--- src/rtl/seq_multiply_pkg.sv ---
// seq_multiply_pkg: operand width, phase encoding and Booth pair codes
// shared by the sequential multiplier and its divider companion.
package seq_multiply_pkg;
   localparam int WIDTH = 32;
   typedef enum logic [1:0] {IDLE = 2'd0, ITER = 2'd1, RESULT = 2'd2} phase_t;
   localparam logic [1:0] BOOTH_ADD = 2'b01;
   localparam logic [1:0] BOOTH_SUB = 2'b10;
endpackage

--- src/rtl/seq_multiply_if.sv ---
// seq_multiply_if: start/done request bus shared with the divider; bit 0 of
// every vector is its MSB.
interface seq_multiply_if #(parameter int WIDTH = seq_multiply_pkg::WIDTH);
   import seq_multiply_pkg::*;
   logic start;
   logic signed_op;
   logic [0:WIDTH-1] multiplicand;
   logic [0:WIDTH-1] multiplier;
   logic [0:2*WIDTH-1] product;
   logic done;
   modport master(output start, signed_op, multiplicand, multiplier, input product, done);
   modport slave(input start, signed_op, multiplicand, multiplier, output product, done);
endinterface

--- src/rtl/seq_multiply_booth_addsub.sv ---
// seq_multiply_booth_addsub: one Booth step's add/subtract/hold as a single
// carry-in adder, acc + (m | ~m | 0) + cin.
module seq_multiply_booth_addsub
   import seq_multiply_pkg::*;
#(parameter int N = WIDTH + 1)
(
   input  logic [N-1:0] acc,
   input  logic [N-1:0] m,
   input  logic [1:0]   pair,
   output logic [N-1:0] sum
);
   logic [N-1:0] operand;
   logic cin;
   always_comb begin
      operand = pair == BOOTH_ADD ? m : pair == BOOTH_SUB ? ~m : '0;
      cin = pair == BOOTH_SUB;
      sum = acc + operand + N'(cin);
   end
endmodule

--- src/rtl/seq_multiply.sv ---
// seq_multiply: multi-cycle radix-2 Booth multiplier, WIDTH x WIDTH -> 2*WIDTH,
// signed or unsigned, fixed latency of WIDTH+2 cycles from the start edge.
module seq_multiply #(parameter int WIDTH = seq_multiply_pkg::WIDTH) (
   input logic clock,
   input logic reset,
   seq_multiply_if.slave bus
);
   import seq_multiply_pkg::*;
   localparam int N = WIDTH + 1;
   phase_t phase, phase_n;
   logic [7:0] count, count_n;
   logic [N-1:0] m, m_n, acc, acc_n, q, q_n, sum;
   logic q_m1, q_m1_n;
   logic [2*WIDTH-1:0] product, product_n;
   logic done, done_n;
   logic [WIDTH-1:0] mcand, mplier;
   assign mcand = bus.multiplicand;
   assign mplier = bus.multiplier;
   assign bus.product = product;
   assign bus.done = done;
   seq_multiply_booth_addsub #(.N(N)) addsub (
      .acc(acc),
      .m(m),
      .pair({q[0], q_m1}),
      .sum(sum)
   );
   always_ff @(posedge clock or posedge reset) begin
      if (reset) begin
         phase <= IDLE;
         count <= '0;
         m <= '0;
         acc <= '0;
         q <= '0;
         q_m1 <= 1'b0;
         product <= '0;
         done <= 1'b1;
      end else begin
         phase <= phase_n;
         count <= count_n;
         m <= m_n;
         acc <= acc_n;
         q <= q_n;
         q_m1 <= q_m1_n;
         product <= product_n;
         done <= done_n;
      end
   end
   // The one-bit extension lets a single signed Booth datapath cover both modes.
   always_comb begin
      phase_n = phase;
      count_n = count;
      m_n = m;
      acc_n = acc;
      q_n = q;
      q_m1_n = q_m1;
      product_n = product;
      done_n = done;
      case (phase)
         IDLE: if (bus.start) begin
            m_n = {bus.signed_op & mcand[WIDTH-1], mcand};
            q_n = {bus.signed_op & mplier[WIDTH-1], mplier};
            acc_n = '0;
            q_m1_n = 1'b0;
            count_n = 8'(WIDTH);
            done_n = 1'b0;
            phase_n = ITER;
         end
         ITER: begin
            {acc_n, q_n, q_m1_n} = {sum[N-1], sum, q};
            count_n = count - 8'd1;
            phase_n = count == 8'd0 ? RESULT : ITER;
         end
         RESULT: begin
            product_n = {acc[N-3:0], q};
            done_n = 1'b1;
            phase_n = IDLE;
         end
         default: begin
            done_n = 1'b1;
            phase_n = IDLE;
         end
      endcase
   end
endmodule
--- src/flat_wrapper.sv ---
// flat-port wrapper written by rule: the top's interface ports become plain ports
module seq_multiply_flat import seq_multiply_pkg::*;
#(parameter int WIDTH = seq_multiply_pkg::WIDTH)
  (clock, reset, bus_start, bus_signed_op, bus_multiplicand, bus_multiplier, bus_product, bus_done);
  seq_multiply_if #(.WIDTH(WIDTH)) bus_i ();
  input logic clock;
  input logic reset;
  input wire logic [$bits(bus_i.start)-1:0] bus_start;
  input wire logic [$bits(bus_i.signed_op)-1:0] bus_signed_op;
  input wire logic [$bits(bus_i.multiplicand)-1:0] bus_multiplicand;
  input wire logic [$bits(bus_i.multiplier)-1:0] bus_multiplier;
  output wire logic [$bits(bus_i.product)-1:0] bus_product;
  output wire logic [$bits(bus_i.done)-1:0] bus_done;
  assign bus_i.start = bus_start;
  assign bus_i.signed_op = bus_signed_op;
  assign bus_i.multiplicand = bus_multiplicand;
  assign bus_i.multiplier = bus_multiplier;
  assign bus_product = bus_i.product;
  assign bus_done = bus_i.done;
  seq_multiply #(.WIDTH(WIDTH)) u_core (.clock(clock), .reset(reset), .bus(bus_i));
endmodule
--- config.mk ---
export PLATFORM = sky130hd
export DESIGN_NAME = seq_multiply_flat
export DESIGN_NICKNAME = d
export VERILOG_FILES = /design/src/rtl/seq_multiply_pkg.sv /design/src/rtl/seq_multiply_if.sv /design/src/rtl/seq_multiply_booth_addsub.sv /design/src/rtl/seq_multiply.sv /design/src/flat_wrapper.sv
export SDC_FILE = /design/constraint.sdc
export NUM_CORES = 1
export LEC_CHECK = 0
export ABC_AREA = 0
export BUFFER_PORTS_ARGS = -buffer_cell sky130_fd_sc_hd__buf_2
export CORE_MARGIN = 2
export CORE_UTILIZATION = 45
export CTS_CLUSTER_DIAMETER = 50
export CTS_CLUSTER_SIZE = 10
export DETAILED_ROUTE_END_ITERATION = 16
export PLACE_DENSITY = 0.65
export SLEW_MARGIN = 20
export SYNTH_ARGS = -nofsm -noshare
export SYNTH_HDL_FRONTEND = slang
export SYNTH_SLANG_ARGS = --single-unit
--- constraint.sdc ---
create_clock -name clock -period 9.9 [get_ports clock]
set_clock_uncertainty 0.2 [all_clocks]
set_input_delay 0.99 -clock clock [delete_from_list [all_inputs] [get_ports clock]]
set_output_delay 0.99 -clock clock [all_outputs]
set_load 0.05 [all_outputs]
==> run_results.csv, run 1 <==
group,metric,value,unit
sta,max_freq,261,MHz
synth,yosysWarnings,0,
critical_path,end_kind,"flip-flop",
finish,nets,1148,
routing,wire_per_inst,15.7,microns
synth,syn_inst,942,
synth,synth_top_family_by_area,"simple AND/OR/NAND/NOR gates",
place,dpl.hpwl,13700,microns
synth,synth_xor_area_share,2.03,%
synth,synth_compound_area_share,16.8,%
floorplanning,dieArea,21300,sq um
critical_path,r2r_end,"u_core.acc[29]",
floorplanning,rows,51,
synth,muxShareOfSynthArea,8.06,%
place,dpl.cell_count,1292,
global_routing,antenna_found_initial,0,
floorplanning,ioPinCount,133,
sta,hold_violations,0,
global_routing,grt_pass1_wl,34900,microns
clock_tree,clock-root-buffer,"clkbuf_16",
finish,drive_gt1_share,24.6,%
clock_tree,cts_sinks,174,
routing,totalWireLength,20700,microns
routing,vias_per_cell,5.35,
clock_tree,insertion_delay,0.43,ns
clock_tree,clkTransAtPathRegs,0.07,ns
power,power.density,292,nW/um^2
sta,rsz0062_at_grt,"no",
floorplanning,die_w,146,microns
clock_tree,post_cts_buffers,0,
clock_tree,cts_buffers,17,
critical_path,cp_max_fo,34,
global_routing,grt-ovfl-total,0,
floorplanning,core_region_area,19600,sq um
synth,synth.net_count,1044,
critical_path,cp_data_arrival_time,3.95,ns
synth,async_flop_share,100,%
sta,final.setup.tns,0,ns
routing,vias,7088,
global_routing,first_global_vias,6938,
power,power.leakage,5.36,nW
finish,register_area,4360,sq um
synth,synth-adder-area-share,4.86,%
sta,relSlewSlack,27.6,%
synth,synth_seq_area_share,48.1,%
sta,finalMaxSlewViolations,0,
worst_hold_path,min_path_type,"reg -> reg",
finish,n_fill_cell,1810,
sta,hold_slack,0.286,ns
routing,drc,0,
floorplanning,start_util,46.2,%
place,gp_congestion,0.865,
run_status,outcome,"finished clean",
synth,synth_cell_type_count,63,
synth,synth_seq_cells,174,
critical_path,crit_path_start_kind,"flip-flop",
finish,multi_input_area,4430,sq um
finish,final_cells,1324,
clock_tree,htree_levels,4,
critical_path,path_class,"reg -> reg",
worst_hold_path,whs_path_depth,2,
critical_path,setup.worst_path.start,"u_core.q[0]",
sta,period_share,38.7,%
finish,antenna_cells,0,
routing,drtIter0Drc,362,
critical_path,r2r_start,"u_core.q[0]",
clock_tree,clk_path_buf_depth,2,
routing,ant_nets,0,
sta,tightest_slew,1.09,ns
synth,avgSynthCellArea,9.61,sq um
synth,syn_area,9050,sq um
global_routing,grt_max_degree,98,
critical_path,crit_required,10.02,ns
power,max-vdd-ir-drop,0.147,mV
critical_path,r2r_setup_slack,6.07,ns
clock_tree,cts_tree,"built",
clock_tree,holdBufCountCts,0,
critical_path,critical_path.endpoint,"u_core.acc[29]",
flow_run,cap_violations,0,
synth,yosys.area_share.simple,17.0,%
sta,setup_viol,0,
finish,syn2layout_area_growth,15.8,%
synth,synth_edf_count,0,
place,numPortBuffers,132,
global_routing,grt_usage,19.9,%
floorplanning,die_y,146,microns
critical_path,reg2reg_depth,15,
sta,final.min_clock_period,3.83,ns
clock_tree,cts-resized-gates,0,
synth,ys.flop_type,"dfrtp_1",
routing,drt_pre_antenna_iters,5,
## registers in the layout (all words and copies together), names as in the netlist
register	cells
u_core.bus.product	64
u_core.m	33
u_core.q	33
u_core.acc	32
u_core.count	8
u_core.phase	2
u_core.bus.done	1
u_core.q_m1	1
## final cells by class
| class | count | area share, % |
|---|---|---|
| clock buffer | 19 | 4.22 |
| clock inverter | 13 | 1.13 |
| inverter | 18 | 0.692 |
| multi-input combinational | 694 | 42.3 |
| sequential | 174 | 41.6 |
| tap | 265 | 3.16 |
| timing repair buffer | 141 | 6.98 |
## power breakdown
part	switching, mW	internal (mW)	total [mW]	leakage, nW
Clock	0.312	0.339	0.651	0.265
Sequential	0.127	0.871	0.997	2.24
Combinational	0.801	0.611	1.41	2.85
## critical path, cell delays in order, from the launching register on
cell      delay, ns
dfrtp_1        0.45
nand2b_1       0.10
buf_4          0.31
nor2_1         0.07
a21oi_1        0.15
fa_1           0.20
inv_1          0.05
fa_1           0.42
a211oi_2       0.23
o211a_1        0.19
o31a_2         0.20
a31oi_2        0.11
o21a_1         0.25
o211a_1        0.23
or3_1          0.30
a32o_1         0.25
## cells in the final DEF (no fill, tap or decap), types with 9 or more instances in the layout
cell       Yosys  routed
clkbuf_16      0      17
dfrtp_1      173     172
nor2_1        23      23
o21ai_0      106     106
nand3_1       11      11
a21o_1        11      11
nand2_1      214     214
inv_1         18      17
ha_1          32      32
xor2_1        12      12
and3b_1       31      31
mux2_2        63      63
a21oi_1       63      63
buf_2          3     132
xnor2_1        9       9
## cells by family after synthesis
group | Yosys count
compound gates | 245
xor+xnor | 21
fa+ha+maj | 34
buf+inv | 74
flops | 174
mux | 65
simple gates | 329
## cells in the mapped netlist, drive strengths merged (4+ instances only)
| cell type | n | share of area [%] |
|---|---|---|
| mux2 | 63 | 7.8 |
| nor2 | 23 | 0.95 |
| nand2b | 8 | 0.55 |
| ha | 32 | 4.4 |
| nand4 | 7 | 0.48 |
| xor2 | 12 | 1.2 |
| nor3 | 7 | 0.39 |
| and3b | 31 | 3.0 |
| nand2 | 214 | 8.9 |
| a31oi | 4 | 0.35 |
| dfrtp | 173 | 48 |
| nand3 | 11 | 0.61 |
| a21o | 12 | 1.0 |
| or3 | 5 | 0.35 |
| a21oi | 66 | 3.8 |
| nor2b | 5 | 0.35 |
| o31ai | 6 | 0.50 |
| o21a | 5 | 0.41 |
| buf | 8 | 0.46 |
| o211ai | 6 | 0.55 |
| clkbuf | 48 | 2.0 |
| a22o | 6 | 0.58 |
| inv | 18 | 0.75 |
| a211oi | 8 | 0.77 |
| xnor2 | 9 | 0.87 |
| or4 | 4 | 0.33 |
| o21ai | 107 | 5.9 |
| o21bai | 4 | 0.33 |
| and3 | 4 | 0.28 |
## how the worst min path moves through the flow
stage	startpoint	endpoint	slack, ns
2_1_floorplan	u_core.count[6]	u_core.count[6]	0.25
3_3_place_gp	u_core.bus.product[30]	u_core.bus.product[30]	0.26
3_5_place_dp	u_core.bus.product[30]	u_core.bus.product[30]	0.28
4_1_cts	u_core.bus.product[30]	u_core.bus.product[30]	0.29
5_1_grt	u_core.bus.product[21]	u_core.bus.product[21]	0.32
6_report	u_core.bus.product[30]	u_core.bus.product[30]	0.29
## stage by stage
step | power [mW] | worst slack, ns | area (sq um) | util, %
after CTS | 3.08 | 6.04 | 10500 | 53.5
after floorplan | 2.12 | 3.99 | 9050 | -
after global routing | 3.32 | 5.80 | 10500 | 53.5
final | 3.06 | 6.07 | 10500 | 53.5
after detailed placement | 2.42 | 6.04 | 9920 | 50.6
after global placement | 2.39 | 6.16 | 9920 | 50.6
## routing by layer
layer | GRT usage, % | vias up | routed length [microns]
met5 | 0 | - | 0
met3 | 3.82 | 16 | 851
li1 | - | 3510 | -
met4 | 5.00 | 0 | 208
met2 | 32.0 | 162 | 9680
met1 | 27.7 | 3400 | 9980
No activity file was read; power rests on OpenSTA's default activity.
==> run 2: changes to the inputs <==
--- a/config.mk
+++ b/config.mk
@@ -12,7 +12,7 @@
 export CTS_CLUSTER_DIAMETER = 50
 export CTS_CLUSTER_SIZE = 10
 export DETAILED_ROUTE_END_ITERATION = 16
-export PLACE_DENSITY = 0.65
+export PLACE_DENSITY = 0.68
 export SLEW_MARGIN = 20
 export SYNTH_ARGS = -nofsm -noshare
 export SYNTH_HDL_FRONTEND = slang
==> constraint.sdc (replaced) <==
create_clock -name clock -period 3.31 [get_ports clock]
set_clock_uncertainty 0.2 [all_clocks]
set_input_delay 0.331 -clock clock [delete_from_list [all_inputs] [get_ports clock]]
set_output_delay 0.331 -clock clock [all_outputs]
set_load 0.05 [all_outputs]
==> run_results.csv, run 2 (synthesized netlist as in run 1, its figures left out) <==
group,metric,value,unit
clock_tree,clock-root-buffer,"clkbuf_16",
global_routing,grt_util_met3,4.48,%
clock_tree,cts_tree,"built",
routing,vias,7527,
sta,rsz0062_at_grt,"yes",
power,max-vdd-ir-drop,0.492,mV
critical_path,slowest_stage,"dfrtp_2",
run_status,outcome,"finished with violations",
sta,finalMaxSlewViolations,0,
sta,fin_ws,-0.146,ns
power,power.leakage,5.90,nW
finish,final_cells,1418,
clock_tree,cts_buffers,17,
global_routing,grt_usage,21.2,%
run_status,violations,"setup timing",
global_routing,grt_util_met2,34.7,%
finish,nets,1242,
finish,reg_top3,"u_core.bus.product x64, u_core.m x33, u_core.q x33",
routing,ant_nets,0,
critical_path,path_cells,"nor2b_4 -> buf_12 -> nand2_1 -> o21ai_1 -> ha_1 -> o211ai_1 -> o211a_1 -> o31a_4 -> a31oi_4 -> o21a_1 -> o211a_1 -> or3_1 -> a32o_1",
global_routing,first_global_vias,7325,
finish,fin_util,58.9,%
finish,syn2layout_area_growth,27.4,%
global_routing,use_met1,28.5,%
floorplanning,die_w,146,microns
routing,drtIter0Drc,390,
routing,drt_pre_antenna_iters,5,
floorplanning,rows,51,
clock_tree,clk_path_buf_depth,2,
place,placed_cell_area,10300,sq um
floorplanning,start_util,46.2,%
clock_tree,clkTransAtPathRegs,0.07,ns
sta,hold_violations,0,
finish,antenna_cells,0,
critical_path,crit_path_start_kind,"flip-flop",
clock_tree,insertion_delay,0.43,ns
finish,fin_area,11500,sq um
floorplanning,core_region_area,19600,sq um
critical_path,path_class,"reg -> reg",
place,dpl.cell_count,1339,
sta,relSlewSlack,56.7,%
worst_hold_path,min_path_type,"in -> reg",
place,numPortBuffers,132,
sta,tightest_slew,0.634,ns
critical_path,end_kind,"flip-flop",
sta,period_share,104,%
floorplanning,die_y,146,microns
critical_path,max_stage_delay,0.45,ns
global_routing,antenna_found_initial,0,
finish,final_common_cell,"nand2_1",
flow_run,cap_violations,0,
routing,totalWireLength,22500,microns
place,dpl.hpwl,15100,microns
routing,wire_per_inst,15.8,microns
finish,layout_common_cells,"nand2_1, dfrtp_1, buf_2, o21ai_0",
floorplanning,ioPinCount,133,
place,pre_cts_slack,-0.138,ns
clock_tree,cts_sinks,174,
critical_path,cpMostUsedCell,"o211a_1",
floorplanning,dieArea,21300,sq um
global_routing,grt-ovfl-total,0,
finish,largest_register_ffs,64,
global_routing,grt_max_degree,93,
finish,drive_gt1_share,29.7,%
routing,drc,0,
critical_path,cp_data_arrival_time,3.58,ns
power,power.density,917,nW/um^2
sta,setup_viol,5,
clock_tree,htree_levels,4,
sta,max_freq,289,MHz
critical_path,cp_max_fo,19,
place,gp_congestion,0.854,
global_routing,grt.busiest_layer,"met2",
finish,regMostFlops,"u_core.bus.product",
routing,vias_per_cell,5.31,
critical_path,crit_required,3.44,ns
global_routing,grt_pass1_wl,36700,microns
sta,final.min_clock_period,3.46,ns
==> run 2: cell count changes in the layout (fill, tap and decap cells not counted), moves of 5 or more <==
cell and change:
buf_4 +55, o21ai_1 +10, o21ai_0 -11, dlygate4sd3_1 +35, a21oi_1 -5
==> run 2: what timing repair did <==
action | in CTS | in global routing
hold buffers | 35 | 0
pin swaps | 4 | 12
endpoints found under the setup margin | 7 | 14
endpoints found under the hold margin | 208 | 0
buffers inserted | 5 | 7
resized for setup | 10 | 30
==> run 2: cell type report <==
cell class	count	area [sq um]
flip-flops and latches	174	4360
multi-input cells	694	4570
inverters	18	71.3
clock inverters	12	181
repair buffers	235	1580
well taps	265	332
fillers	1709	8050
clock buffers	20	447
==> run 2: worst paths after layout <==
check | slack, ns | cells after the start | endpoint | start
worst max-delay path | -0.15 | 13 | u_core.acc[29] | u_core.q[0]
worst min-delay path | 0.10 | 4 | u_core.q[3] | bus_multiplier[3]
worst max register to register | -0.15 | 13 | u_core.acc[29] | u_core.q[0]
worst min register to register | 0.28 | 2 | u_core.bus.product[30] | u_core.bus.product[30]
max in group asynchronous | 2.07 | 4 | u_core.q[0] | reset
min in group asynchronous | 0.15 | 3 | u_core.q[23] | reset
==> run 2: critical path: cells and delay by family (launching register included) <==
family                     cells  cell delay (ns)
AOI/OAI and AO/OA              8             1.63
and+or+nand+nor                3             0.59
DFF                            1             0.45
adders and majority gates      1             0.29
buffers and inverters          1             0.18
==> run 2: layer usage <==
layer,vias to the layer above,wire [microns]
met4,0,412
met1,3611,10500
li1,3701,-
met3,31,999
met2,184,10600
met5,-,0
==> run 2: per-stage QoR <==
stage	power [mW]	setup TNS (ns)	hold slack (ns)
floorplan	6.36	-0.241	0.236
global placement	7.79	-0.0909	0.0309
detailed placement	7.89	-0.574	0.0348
CTS	10.3	-0.136	0.101
global route	11.4	-1.53	0.140
finish	10.6	-0.382	0.104
==> run 2: where the power goes <==
| group | switching, mW | internal (mW) |
|---|---|---|
| Clock | 0.874 | 1.29 |
| Combinational | 2.82 | 2.59 |
| Sequential | 0.398 | 2.61 |
| Total | 4.09 | 6.49 |
==> run 3: changes to the inputs <==
--- a/config.mk
+++ b/config.mk
@@ -6,13 +6,12 @@
 export NUM_CORES = 1
 export LEC_CHECK = 0
 export ABC_AREA = 0
-export BUFFER_PORTS_ARGS = -buffer_cell sky130_fd_sc_hd__buf_2
-export CORE_MARGIN = 2
+export CORE_MARGIN = 1.5
 export CORE_UTILIZATION = 45
 export CTS_CLUSTER_DIAMETER = 50
 export CTS_CLUSTER_SIZE = 10
 export DETAILED_ROUTE_END_ITERATION = 16
-export PLACE_DENSITY = 0.68
+export DONT_BUFFER_PORTS = 1
 export SLEW_MARGIN = 20
 export SYNTH_ARGS = -nofsm -noshare
 export SYNTH_HDL_FRONTEND = slang
==> run_results.csv, run 3 (synthesized netlist as in run 1, its figures left out) <==
group,metric,value,unit
power,p_int,6.16,mW
finish,reg_top3,"u_core.bus.product x64, u_core.m x33, u_core.q x33",
routing,ant_nets,0,
sta,tightest_slew,0.969,ns
critical_path,end_kind,"flip-flop",
clock_tree,htree_levels,4,
routing,vias_per_cell,5.45,
power,p_seq_share,29.2,%
clock_tree,insertion_delay,0.44,ns
power,switching_share,40.0,%
place,gp_congestion,0.862,
sta,max_freq,298,MHz
finish,regMostFlops,"u_core.bus.product",
clock_tree,clock-root-buffer,"clkbuf_16",
critical_path,cpMostUsedCell,"a21o_1",
critical_path,critPathBufInv,1,
place,dpl.hpwl,14400,microns
run_status,violations,"setup timing",
routing,vias,7000,
place,dpl.cell_count,1214,
power,clock_power_share,19.2,%
global_routing,first_global_vias,6796,
place,numPortBuffers,0,
critical_path,crit_family,"compound AO/OA/AOI/OAI gates",
power,power.density,950,nW/um^2
routing,wire_per_inst,16.6,microns
sta,finalMaxSlewViolations,0,
finish,n_fill_cell,1786,
power,p_sw,4.11,mW
finish,syn2layout_area_growth,19.4,%
global_routing,grt_max_degree,116,
critical_path,cp_max_fo,6,
power,max-vdd-ir-drop,0.504,mV
critical_path,max_stage_delay,0.45,ns
sta,fin_ws,-0.0487,ns
critical_path,slowest_stage,"dfrtp_2",
power,comb_power_share,51.6,%
sta,setup_viol,2,
sta,rsz0062_at_grt,"yes",
critical_path,cp_data_arrival_time,3.48,ns
global_routing,antenna_found_initial,0,
sta,relSlewSlack,35.4,%
finish,fin_util,55.2,%
sta,period_share,101,%
floorplanning,ioPinCount,133,
floorplanning,core_region_area,19600,sq um
floorplanning,die_w,145,microns
global_routing,grt_pass1_wl,34400,microns
power,power.leakage,5.24,nW
worst_hold_path,min_path_type,"in -> reg",
critical_path,path_class,"reg -> reg",
finish,nets,1107,
routing,drt_pre_antenna_iters,4,
finish,final_cells,1284,
flow_run,cap_violations,0,
floorplanning,rows,51,
finish,final_common_cell,"nand2_1",
clock_tree,cts_buffers,17,
floorplanning,start_util,46.2,%
clock_tree,cts_sinks,174,
clock_tree,clk_path_buf_depth,2,
finish,largest_register_ffs,64,
global_routing,grt-ovfl-total,0,
floorplanning,dieArea,21000,sq um
routing,drc,0,
critical_path,path_cells,"nor2b_4 -> buf_4 -> nand2_1 -> o21ai_1 -> ha_1 -> a21o_1 -> a21o_1 -> a21oi_4 -> a31oi_4 -> o21a_1 -> o211a_1 -> or3_1 -> a32o_1",
critical_path,crit_path_start_kind,"flip-flop",
critical_path,crit_required,3.43,ns
routing,drtIter0Drc,364,
clock_tree,cts_tree,"built",
finish,drive_gt1_share,20.6,%
floorplanning,die_y,145,microns
finish,layout_common_cells,"nand2_1, dfrtp_1, o21ai_0, mux2_2",
sta,hold_violations,0,
global_routing,grt_usage,21.0,%
clock_tree,clkTransAtPathRegs,0.08,ns
routing,totalWireLength,21400,microns
run_status,outcome,"finished with violations",
sta,final.min_clock_period,3.36,ns
## run 3: timing repair
action	in CTS	in global routing
cloned	0	0
buffers inserted	0	2
hold buffers	35	0
hold endpoints to repair	208	0
resized for setup	11	35
pin swaps	1	6
endpoints found under the setup margin	6	8
## run 3: final cells by class
type                            instances  area, sq um  share of cell area [%]
Timing Repair Buffer                  100          891                    8.24
Clock inverter                         15          149                    1.38
Inverter                               18         71.3                   0.659
Sequential cell                       174         4360                    40.3
Multi-Input combinational cell        694         4590                    42.4
Antenna cell                            1         2.50                  0.0231
Tap cell                              265          332                    3.07
Clock buffer                           17          425                    3.93
## run 3: tightest hold or removal path, stage by stage
cell,delay [ns]
and3b_1,0.13
a21oi_1,0.04
o21ai_0,0.12
## run 3: routing by layer
| layer | up-vias | track usage (%) | share of wire, % |
|---|---|---|---|
| li1 | 3433 | - | - |
| met1 | 3425 | 27.1 | 46 |
| met2 | 121 | 35.5 | 48 |
| met3 | 21 | 4.05 | 4.1 |
| met4 | 0 | 6.91 | 1.6 |
| met5 | - | 0 | 0 |
## run 3: power by group through the flow
stage                     sequential [mW]  clock [mW]  combinational, mW
after floorplan                      2.89           0               3.48
after global placement               3.02           0               4.86
after detailed placement             3.02           0               4.89
after CTS                            2.99        2.04               5.07
after global routing                 3.06        2.11               5.90
final                                2.99        1.97               5.30
## run 3: worst paths after layout
kind	cells past startpoint	end	slack, ns	start
max	13	u_core.acc[29]	-0.05	u_core.q[0]
min	3	u_core.q[25]	0.02	bus_multiplier[25]
max reg2reg	13	u_core.acc[29]	-0.05	u_core.q[0]
min reg2reg	1	u_core.count[6]	0.29	u_core.count[6]
max in group asynchronous	3	u_core.acc[24]	2.01	reset
min in group asynchronous	3	u_core.bus.product[27]	0.29	reset
## run 3: per-stage QoR
step	power, mW	TNS [ns]	setup slack (ns)	instance area [sq um]	hold WS, ns
after floorplan	6.36	-0.241	-0.101	9080	0.236
after global placement	7.88	-0.0795	-0.0457	9710	0.150
after detailed placement	7.92	-0.214	-0.0703	9710	0.153
after CTS	10.1	0	0.00387	10700	0.00542
after global routing	11.1	-0.928	-0.186	10800	0.0290
final	10.3	-0.0971	-0.0487	10800	0.0155
